**config.mk**
```make
export PLATFORM = sky130hd
export DESIGN_NAME = dlfloat16_vec_reduce
export DESIGN_NICKNAME = d
export VERILOG_FILES = /design/src/rtl/dlfloat16_vec_reduce.sv
export SDC_FILE = /design/constraint.sdc
export NUM_CORES = 1
export LEC_CHECK = 0
export ABC_AREA = 1
export CAP_MARGIN = 20
export CORE_MARGIN = 2
export CORE_UTILIZATION = 45
export CTS_BUF_LIST = sky130_fd_sc_hd__clkbuf_4 sky130_fd_sc_hd__clkbuf_8 sky130_fd_sc_hd__clkbuf_16
export DETAILED_ROUTE_END_ITERATION = 16
export PLACE_DENSITY = 0.76
export SLEW_MARGIN = 10
export SYNTH_ARGS = -nofsm -noshare
export SYNTH_HDL_FRONTEND = slang
export SYNTH_SLANG_ARGS = --single-unit
```
**constraint.sdc**
```tcl
create_clock -name clk -period 2.3 [get_ports clk]
set_input_delay 0.46 -clock clk [delete_from_list [all_inputs] [get_ports clk]]
set_output_delay 0.46 -clock clk [all_outputs]
set_load 0.02 [all_outputs]
```
**src/rtl/dlfloat16_vec_reduce.sv**
```systemverilog
// Sequential DLFloat16 vector min/max reduction controller driving an external registered comparator.
// Define DLF_REDUCE_ARGIDX_EN to build the arg-index tracking; otherwise res_idx is tied to 0.
module dlfloat16_vec_reduce #(
    parameter int unsigned IDX_W = 8
) (
    input  logic             clk,
    input  logic             rst_n,
    input  logic             start,
    input  logic             op,
    input  logic [IDX_W-1:0] len,
    input  logic [15:0]      in_data,
    input  logic             in_valid,
    output logic             in_ready,
    output logic [15:0]      cmp_a,
    output logic [15:0]      cmp_b,
    output logic [2:0]       cmp_sel,
    input  logic [15:0]      cmp_res,
    output logic [15:0]      res,
    output logic [IDX_W-1:0] res_idx,
    output logic             res_valid,
    output logic             busy
);

    typedef enum logic [2:0] {
        S_IDLE  = 3'd0,
        S_FIRST = 3'd1,
        S_FEED  = 3'd2,
        S_CMP   = 3'd3,
        S_UPD   = 3'd4,
        S_DONE  = 3'd5
    } state_t;

    state_t           r_state;
    logic             r_op;
    logic [IDX_W-1:0] r_len;
    logic [IDX_W-1:0] r_count;
    logic [15:0]      r_best;
    logic [15:0]      r_cand;
    logic [15:0]      r_cmp_b;
    logic [2:0]       r_cmp_sel;
    logic [15:0]      r_res;
    logic             r_res_valid;
    logic             r_in_ready;
    logic             r_busy;

    logic             w_hs;
    logic [IDX_W-1:0] w_count_inc;

    assign w_hs        = in_valid && r_in_ready;
    assign w_count_inc = r_count + IDX_W'(1);

    // Control FSM; in_ready/busy/cmp_sel are registered against the state being entered
    always_ff @(posedge clk) begin
        if (!rst_n) begin
            r_state     <= S_IDLE;
            r_op        <= 1'b0;
            r_len       <= '0;
            r_count     <= '0;
            r_best      <= 16'h0000;
            r_cand      <= 16'h0000;
            r_cmp_b     <= 16'h0000;
            r_cmp_sel   <= 3'b000;
            r_res       <= 16'h0000;
            r_res_valid <= 1'b0;
            r_in_ready  <= 1'b0;
            r_busy      <= 1'b0;
        end else begin
            r_res_valid <= 1'b0;
            case (r_state)
                S_IDLE: begin
                    if (start) begin
                        r_op    <= op;
                        r_len   <= len;
                        r_count <= '0;
                        r_busy  <= 1'b1;
                        if (len == '0) begin
                            r_best  <= 16'h0000;
                            r_state <= S_DONE;
                        end else begin
                            r_in_ready <= 1'b1;
                            r_state    <= S_FIRST;
                        end
                    end
                end
                S_FIRST: begin
                    if (w_hs) begin
                        r_best  <= in_data;
                        r_count <= IDX_W'(1);
                        if (r_len == IDX_W'(1)) begin
                            r_in_ready <= 1'b0;
                            r_state    <= S_DONE;
                        end else begin
                            r_state <= S_FEED;
                        end
                    end
                end
                S_FEED: begin
                    if (w_hs) begin
                        r_cand     <= in_data;
                        r_cmp_b    <= r_best;
                        r_cmp_sel  <= r_op ? 3'b010 : 3'b001;
                        r_in_ready <= 1'b0;
                        r_state    <= S_CMP;
                    end
                end
                S_CMP: begin
                    r_cmp_sel <= 3'b000;
                    r_state   <= S_UPD;
                end
                S_UPD: begin
                    r_best  <= cmp_res;
                    r_count <= w_count_inc;
                    if (w_count_inc == r_len) begin
                        r_state <= S_DONE;
                    end else begin
                        r_in_ready <= 1'b1;
                        r_state    <= S_FEED;
                    end
                end
                S_DONE: begin
                    r_res       <= r_best;
                    r_res_valid <= 1'b1;
                    r_busy      <= 1'b0;
                    r_state     <= S_IDLE;
                end
                default: begin
                    r_state <= S_IDLE;
                end
            endcase
        end
    end

`ifdef DLF_REDUCE_ARGIDX_EN
    logic [IDX_W-1:0] r_idx;
    logic [IDX_W-1:0] r_cand_idx;
    logic [IDX_W-1:0] r_res_idx;

    // A result that differs from the running best means the candidate won; ties keep the earlier index
    always_ff @(posedge clk) begin
        if (!rst_n) begin
            r_idx      <= '0;
            r_cand_idx <= '0;
            r_res_idx  <= '0;
        end else begin
            case (r_state)
                S_IDLE:  if (start && (len == '0)) r_idx <= '0;
                S_FIRST: if (w_hs) r_idx <= '0;
                S_FEED:  if (w_hs) r_cand_idx <= r_count;
                S_UPD:   if (cmp_res != r_best) r_idx <= r_cand_idx;
                S_DONE:  r_res_idx <= r_idx;
                default: ;
            endcase
        end
    end

    assign res_idx = r_res_idx;
`else
    assign res_idx = '0;
`endif

    assign in_ready  = r_in_ready;
    assign cmp_a     = r_cand;
    assign cmp_b     = r_cmp_b;
    assign cmp_sel   = r_cmp_sel;
    assign res       = r_res;
    assign res_valid = r_res_valid;
    assign busy      = r_busy;

endmodule

```
# ---- After elaboration in Yosys (flattened, before gate mapping)
# Index checks and enable logic that the tools add are counted.
dict set report totals {
  register_bits 90
  inputBits 45
  out_inout_bits 62
}
dict set report classes {
  n_addsub 1
  eq_ne 14
  muxes 27
  reduce_logical 15
}
# operator n
set op_table {}
lappend op_table {{$mux W16} 3}
lappend op_table {{$pmux W16 S3} 1}
lappend op_table {{$pmux W8 S3} 1}
lappend op_table {{$mux W3} 7}
lappend op_table {{$mux W8} 2}
lappend op_table {{$pmux W3 S5} 1}
lappend op_table {{$ne A2 B2 Y1 const B} 7}
lappend op_table {{$add A8 B1 Y8 const B} 1}
lappend op_table {{$eq A8 B1 Y1 const B} 1}
lappend op_table {{$eq A8 B8 Y1} 1}
lappend op_table {{$logic_not A8 Y1} 1}
lappend op_table {{$mux W1} 8}
lappend op_table {{$reduce_and A2 Y1} 4}
lappend op_table {{$reduce_and A7 Y1} 1}
lappend op_table {{$eq A3 B2 Y1 const B} 2}
lappend op_table {{$eq A3 B3 Y1 const B} 2}
lappend op_table {{$pmux W3 S2} 1}
lappend op_table {{$reduce_and A3 Y1} 2}
lappend op_table {{$pmux W1 S4} 1}
lappend op_table {{$reduce_and A4 Y1} 1}
lappend op_table {{$reduce_bool A2 Y1} 2}
lappend op_table {{$reduce_bool A4 Y1} 1}
lappend op_table {{$eq A3 B1 Y1 const B} 1}
lappend op_table {{$logic_not A3 Y1} 1}
lappend op_table {{4 further kinds} 4}

# ---- Depth between registers and ports, before layout
# Gate-level depths: netlist of the first run.
dict set report logic_depth {
  ltp_word 4
  depth_mapped 13
  mapped_depth_nobuf 13
}

# ---- Worst setup path before layout of the first run
# No wires, ideal clock.
dict set report synth_path {
  path_kind {flip-flop to flip-flop}
  start {reg r_count[0]}
  end {reg r_in_ready (netlist: in_ready)}
  setup_time_ps 115
  arrival_ps 1465
  path_slack_ps 720
  path_stages_with_launch 13
  n_path_buf 0
  path_cell_list {dfxtp_1 ha_1 nand2_2 nor2_2 nand2_1 nand2_1 nand3_1 nand2_1 nand2_1 nor2_2 nand3_2 a21oi_1 nor2_1}
}
dict set report synth_between {
  elab_chain_len 4
}
# item line_no
set synth_rtl {}
lappend synth_rtl {{start: declaration} 36} ;# logic [IDX_W-1:0] r_count;
lappend synth_rtl {{start signal: assignment} 112} ;# r_count <= w_count_inc;
lappend synth_rtl {{$add A8 B1 Y8} 50} ;# assign w_count_inc = r_count + IDX_W'(1);
lappend synth_rtl {{$eq A8 B8 Y1} 113} ;# if (w_count_inc == r_len) begin
lappend synth_rtl {{$ne A2 B2 Y1 (no source line)} -}
lappend synth_rtl {{$reduce_and A7 Y1 (no source line)} -}
lappend synth_rtl {{end signal: assignment} 65} ;# r_in_ready <= 1'b0;
lappend synth_rtl {{end signal: assignment} 80} ;# r_in_ready <= 1'b1;
lappend synth_rtl {{end signal: assignment} 116} ;# r_in_ready <= 1'b1;
lappend synth_rtl {{end: declaration} 43} ;# logic r_in_ready;
# No other way between the ends.
# A chain may end at the register's enable or synchronous reset.

# ---- Worst setup path in the final report of the first run
dict set report layout_path {
  start {reg r_count[0]}
  end {reg r_state[0]}
}
dict set report layout_between {
  elab_chain_len 4
}
# item line_no
set layout_rtl {}
lappend layout_rtl {{$add A8 B1 Y8} 50}
lappend layout_rtl {{$eq A8 B8 Y1} 113}
lappend layout_rtl {{$mux W3} 113}
lappend layout_rtl {{$pmux W3 S5} 69} ;# case (r_state)
lappend layout_rtl {{end signal: assignment} 55} ;# r_state <= S_IDLE;
lappend layout_rtl {{end signal: assignment} 114} ;# r_state <= S_DONE;
lappend layout_rtl {{end signal: assignment} 117} ;# r_state <= S_FEED;
lappend layout_rtl {{end: declaration} 33} ;# state_t r_state;
# No other way between the ends.

==> results of run 1 <==
==> registers in the layout (all words and copies together), names as in the netlist <==
name       count
cmp_a         16
cmp_b         16
r_best        16
res           16
r_count        8
r_len          8
r_state        3
cmp_sel        2
busy           1
in_ready       1
r_op           1
res_valid      1
==> synthesized netlist by cell type (3+ instances only) <==
cell      number  area (um2)
a21oi_1       38         190
a221oi_1       6        52.6
a221oi_2      10         150
buf_2          6        30.0
buf_4          9        67.6
clkbuf_1      15        56.3
dfxtp_1       89        1780
inv_1         41         154
inv_2          3        11.3
nand2_1       52         195
nand2_2        4        25.0
nand3_1       24         120
nand4_1        3        18.8
nor2_1       106         398
nor2_2         3        18.8
nor2_4         3        33.8
o21ai_0       68         340
o21ai_1       10        50.1
==> power by group through the flow <==
stage               logic, uW  clock network [uW]  registers [uW]
floorplan                1190                   0            2070
global placement         1600                   0            2100
detailed placement       1620                   0            2100
CTS                      1640                1230            2070
global route             1850                1290            2110
finish                   1630                1200            2080
==> layout make-up <==
cell class	count	area (um2)	share of cell area, %
flip-flops and latches	89	1780	35.2
well taps	105	131	2.59
clock buffers	9	124	2.45
repair buffers	101	996	19.7
multi-input cells	349	1760	34.7
clock inverters	7	100	1.98
inverters	46	178	3.51
==> cell families after synthesis <==
kind of cell	count (synthesis)	synth area share, %
other	1	0.0970
flip-flops	89	46.1
adder cells (fa/ha/maj)	1	0.324
AND/OR/NAND/NOR	201	22.6
buffers and inverters	79	9.26
XOR/XNOR	3	0.680
AO/OA/AOI/OAI	135	20.9
==> metrics by stage <==
step                      setup slack (ns)  total power, uW  hold slack (ns)
after floorplan                      0.720             3260            0.430
final                                0.385             4910            0.447
after detailed placement             0.247             3730            0.441
after global placement               0.248             3700            0.437
after global routing                 0.154             5240            0.474
after CTS                            0.378             4940            0.439
==> worst max-delay path, stage by stage (launching register included) <==
cell	delay (ns)
dfxtp_1	0.46
ha_1	0.24
nand2_2	0.08
nor2_2	0.17
nand2_1	0.10
nand2_1	0.08
nand3_1	0.06
nand2_1	0.07
nand2_1	0.07
nor2_2	0.12
nand3_2	0.13
nand2_1	0.10
nand2_1	0.06
a21oi_2	0.10
==> layer usage <==
metal | global-route usage, % | vias up
met3 | 4.91 | 10
met1 | 28.5 | 1680
li1 | - | 1833
met2 | 35.4 | 96
met4 | 7.37 | 0
met5 | 0 | -
==> worst min path at each step <==
stage                                       end  slack, ns  depth (start not counted)
after CTS                 r_len[2]$_SDFFE_PN0P_       0.44                          3
after global routing        res[5]$_SDFFE_PN0P_       0.47                          2
after global placement     res[15]$_SDFFE_PN0P_       0.44                          2
after floorplan               r_op$_SDFFE_PN0P_       0.43                          2
after detailed placement   res[13]$_SDFFE_PN0P_       0.44                          2
final                     r_len[2]$_SDFFE_PN0P_       0.45                          3
==> out/summary.txt, run 1 <==
Outcome - finished, final reports clean
R2R Path Start - r_count[0]$_SDFFE_PN0P_
Final Setup Violations - 0
Worst-path maximum fanout - 6
Hold_buf cts - 0
Worst r2r dst - r_state[0]$_SDFFE_PN0P_
Postcts setup bufs - 0
Worst setup EP type - flip-flop
Post-DP Area - 4840 um2
Clock Sinks - 89
Fin crit period - 1.91 ns
Async S/R FF share, synth - 0%
Peak VDD IR - 490 uV
Switching Share - 37.9%
I/O Pins - 107
Setup TNS Final - 0 ns
Warnings, synthesis - 0
Worst EP required - 2.58 ns
#FFs+latches synth - 89
Actual slew at the worst max-slew pin - 0.549 ns
EDFF count, synth - 0
Wirelength, routed - 10200 um
Pleak - 0.00202 uW
CP endpoint - r_state[0]$_SDFFE_PN0P_
Antenna violations before repair - 0
Critical Path Source Type - flip-flop
Slew Viols, Final - 0
Post-route clock period utilization - 83.3%
Register-to-register path setup slack - 0.39 ns
Critical Path AT - 2.19 ns
P per Cell Area - 969 nW/um2
CTS max path bufs - 2
Final HPWL DP - 7500 um
Seq/Total Area, Yosys - 46.1%
Crit. Startpoint - r_count[0]$_SDFFE_PN0P_
Seq pwr share - 42.2%
Synthesized area per cell - 7.59 um2
WL/cell - 14.5 um
Top FF cell, synth - dfxtp_1
Syn Inst Count - 509
ANT cells - 0
Via count - 3619
Clk_lat worst skew - 0.35 ns
Hold WC Path Type - in2reg
Combinational share of power - 33.2%
Met1 WL - 4890 um
Largest net degree at the start of global routing - 67
Final Hold Fails - 0
Post-DR vias/cell - 5.13
Commonest non-fill, non-tap cells in the layout - nor2_1 (106), clkdlybuf4s50_1 (96), dfxtp_1 (89)
Met3 wire len - 551 um
Unrepaired setup endpoints after global routing - false
Net switching power - 1860 uW
Critical path type - reg2reg
Nets@finish - 642
Filler instances - 741
Layout area overhead - 31.1%
DR top layer - met4
Rows - 33
H-tree levels - 3
Die width - 96.7 um
Die Y-Extent - 96.7 um
CTS-repair resized insts - 0
DRT iter0 DRCs - 215
Clock slew at reported path FFs - 0.10 ns
Worst R2R Path Depth - 13
Drc violations - 0
Clk_skew - 0.0158 ns
Synthesized area - 3860 um2
Vias in the first global route - 3579
Distinct cells, synth - 33
Clock group share of total power - 24.5%
GRT Util Overall - 21.7%
Cells after DPL - 690
I/O Buffers - 97
Core area - 8260 um2
CTS Buf Count - 9
Grt ovf - 0
First-pass GRT wire length - 16800 um
Worst hold path startpoint - rst_n
Layout Utilization - 61.3%
Final GP Congestion - 0.835
TritonCTS clock tree - yes
Die Area - 9350 um2
Max-cap violations - 0
Max Clk Rate - 522 MHz
Int Pwr - 3050 uW
Layout Cells excl Fill - 706
Root Buffer - clkbuf_8
Met2 routed WL - 4660 um
Fin area - 5070 um2
Pre-antenna DRT Iters - 4
Share of layout cells above drive strength 1 - 8.82%
Commonest non-fill, non-tap cell in the layout - nor2_1
Initial cell density of the core - 46.8%
Relative slew slack - 63.3%
Routed Antenna Nets - 0
Power figures use the tool's default switching activity.
==> inputs of run 2 (changes only) <==
--- a/config.mk
+++ b/config.mk
@@ -8,7 +8,7 @@
 export ABC_AREA = 1
 export CAP_MARGIN = 20
 export CORE_MARGIN = 2
-export CORE_UTILIZATION = 45
+export CORE_UTILIZATION = 43
 export CTS_BUF_LIST = sky130_fd_sc_hd__clkbuf_4 sky130_fd_sc_hd__clkbuf_8 sky130_fd_sc_hd__clkbuf_16
 export DETAILED_ROUTE_END_ITERATION = 16
 export PLACE_DENSITY = 0.76
==> constraint.sdc (replaced) <==
create_clock -name clk -period 1.7 [get_ports clk]
set_input_delay 0.34 -clock clk [delete_from_list [all_inputs] [get_ports clk]]
set_output_delay 0.34 -clock clk [all_outputs]
set_load 0.02 [all_outputs]
==> run 2 against run 1 <==
Cell count is 3.4% higher. Final area is 8.0% higher. Via count is 6.3% higher. Clock skew is 0.0058 ns lower. Count of clock-buffer cells in the layout stayed put. Global-route usage is 0.15 points higher. Critical path depth is 12 lower. Sequential share of layout area is 2.4 points lower. Non-clock buffer count is 20 higher. Register-to-register slack worse by 0.33 ns. Critical endpoint is now res[14]. First-iteration DRC count is 37% higher. Combinational power is 72% higher.
==> out/summary.txt, run 2 (synthesized netlist as in run 1, its figures left out) <==
Final Hold Fails - 0 (unchanged)
Worst EP required - 1.36 ns (-1.22 ns)
I/O Pins - 107 (unchanged)
GRT Util Overall - 21.9% (+0.15 points)
Commonest non-fill, non-tap cells in the layout - nor2_1 (101), dfxtp_1 (81), clkdlybuf4s50_1 (80)
Die Area - 9760 um2 (+4.5%)
Fin crit period - 1.66 ns
Setup TNS Final - 0 ns (unchanged)
Fin area - 5470 um2 (+8.0%)
P per Cell Area - 1330 nW/um2 (+37%)
Clock Sinks - 89 (unchanged)
Final GP Congestion - 0.983 (+18%)
Register-to-register path setup slack - 0.06 ns (-0.33 ns)
Layout Utilization - 62.7% (+1.4 points)
WL/cell - 15.2 um (+4.9%)
CP Cell Sequence - clkdlybuf4s50_1
Commonest non-fill, non-tap cell in the layout - nor2_1
Die width - 98.8 um (+2.2%)
Worst setup EP type - primary output
Largest net degree at the start of global routing - 37 (-45%)
Drc violations - 0 (unchanged)
CP max stage delay - 0.63 ns (+0.17 ns)
Share of layout cells above drive strength 1 - 16.9% (+8.1 points)
Worst R2R Path Depth - 12 (-1)
Grt ovf - 0 (unchanged)
CP top delay family - buffers and inverters
Clk_skew - 0.00999 ns (-0.00576 ns)
Unrepaired setup endpoints after global routing - true
Slew Viols, Final - 0 (unchanged)
Layout area overhead - 41.5%
Clock slew at reported path FFs - 0.08 ns (-0.02 ns)
Multi-input gate area - 1890 um2 (+7.9%)
Cells after DPL - 707 (+2.5%)
Final Setup Violations - 0 (unchanged)
Root Buffer - clkbuf_8
Routed Antenna Nets - 0 (unchanged)
Stages on worst setup path - 1 (-12)
WHS Endpoint - res[2]$_SDFFE_PN0P_
CP max-delay cell - clkdlybuf4s50_1
Power Total - 7280 uW (+48%)
Final HPWL DP - 7640 um (+1.9%)
Worst r2r dst - r_state[0]$_SDFFE_PN0P_
I/O Buffers - 97 (unchanged)
Hold_buf cts - 0 (unchanged)
TritonCTS clock tree - yes
Worst hold path startpoint - rst_n
Filler instances - 752 (+1.5%)
Critical Path AT - 1.32 ns (-0.87 ns)
Pleak - 0.00248 uW (+23%)
Vias in the first global route - 3600 (+0.59%)
Worst-path maximum fanout - 2 (-4)
Hold-critical path depth - 3 (unchanged)
Antenna violations before repair - 0 (unchanged)
Initial cell density of the core - 44.3% (-2.5 points)
Hold WC Path Type - in2reg
ANT cells - 0 (unchanged)
Critical path type - reg2out
Post-route clock period utilization - 97.7%
R2R Path Start - r_count[1]$_SDFFE_PN0P_
WP buf/inv - 1 (+1)
Die Y-Extent - 98.8 um (+2.2%)
Clk_lat worst skew - 0.36 ns (about the same)
Pre-antenna DRT Iters - 5 (+1)
Outcome - finished, final reports clean
Reg area - 1790 um2 (+0.70%)
Max-cap violations - 0 (unchanged)
CTS max path bufs - 2 (unchanged)
Post-DP Area - 4990 um2 (+3.1%)
Via count - 3848 (+6.3%)
Peak VDD IR - 715 uV (+46%)
Wirelength, routed - 11100 um (+8.5%)
Post-DR vias/cell - 5.27 (+2.8%)
CTS Buf Count - 9 (unchanged)
H-tree levels - 3 (unchanged)
First-pass GRT wire length - 17300 um (+3.3%)
Critical Path Source Type - flip-flop
Layout Cells excl Fill - 730 (+3.4%)
Core area - 8720 um2 (+5.6%)
Nets@finish - 663 (+3.3%)
Rows - 34 (+3.0%)
DRT iter0 DRCs - 295 (+37%)
Max Clk Rate - 602 MHz
run 2: changes by cell type in the layout (fill, tap and decap cells not counted), sizes merged:
cell           before  now
nand2              58   59
buf                 5   25
dlymetal6s2s        0   16
clkdlybuf4s50      96   80
run 2: stage by stage:
stage / setup slack, ns / hold WS (ns)
after CTS: 0.00895 / 0.322
after detailed placement: -0.249 / 0.437
after floorplan: 0.120 / 0.430
after global routing: -0.0188 / 0.350
final: 0.0384 / 0.332
after global placement: -0.229 / 0.433
run 2: layer usage:
layer / up-vias / track usage [%] / part of all wire [%]
li1: 1885 / - / -
met1: 1804 / 28.8 / 44
met2: 140 / 35.8 / 47
met3: 19 / 4.54 / 6.1
met4: 0 / 7.59 / 2.3
met5: - / 0 / 0
run 2: power breakdown:
group / internal (uW) / switching [uW] / total [uW] / leakage (uW)
clock network: 846 / 793 / 1640 / 0.000112
logic: 1130 / 1680 / 2810 / 0.00164
registers: 2470 / 356 / 2830 / 0.000726
total: 4450 / 2830 / 7280 / 0.00248
run 2: repair_timing:
action | CTS | global route
cloned | 0 | 1
buffers inserted | 1 | 5
resized for setup | 9 | 53
pin swaps | 4 | 15
setup endpoints to repair | 2 | 72
run 2: area by class of cell:
type / count / share of cell area (%)
well taps: 108 / 2.47
clock buffers: 9 / 2.26
repair buffers: 121 / 22.6
flip-flops and latches: 89 / 32.8
clock inverters: 7 / 1.85
inverters: 46 / 3.32
multi-input cells: 350 / 34.6
run 2: worst max-delay path by stage:
stage                       startpoint                       to
3_5_place_dp                    len[3]   r_best[2]$_SDFFE_PN0P_
2_1_floorplan  r_count[0]$_SDFFE_PN0P_    in_ready$_SDFFE_PN0P_
4_1_cts          in_ready$_SDFFE_PN0P_                 in_ready
6_report          res[14]$_SDFFE_PN0P_                  res[14]
3_3_place_gp                    len[5]   r_best[2]$_SDFFE_PN0P_
5_1_grt        r_count[1]$_SDFFE_PN0P_  r_state[0]$_SDFFE_PN0P_
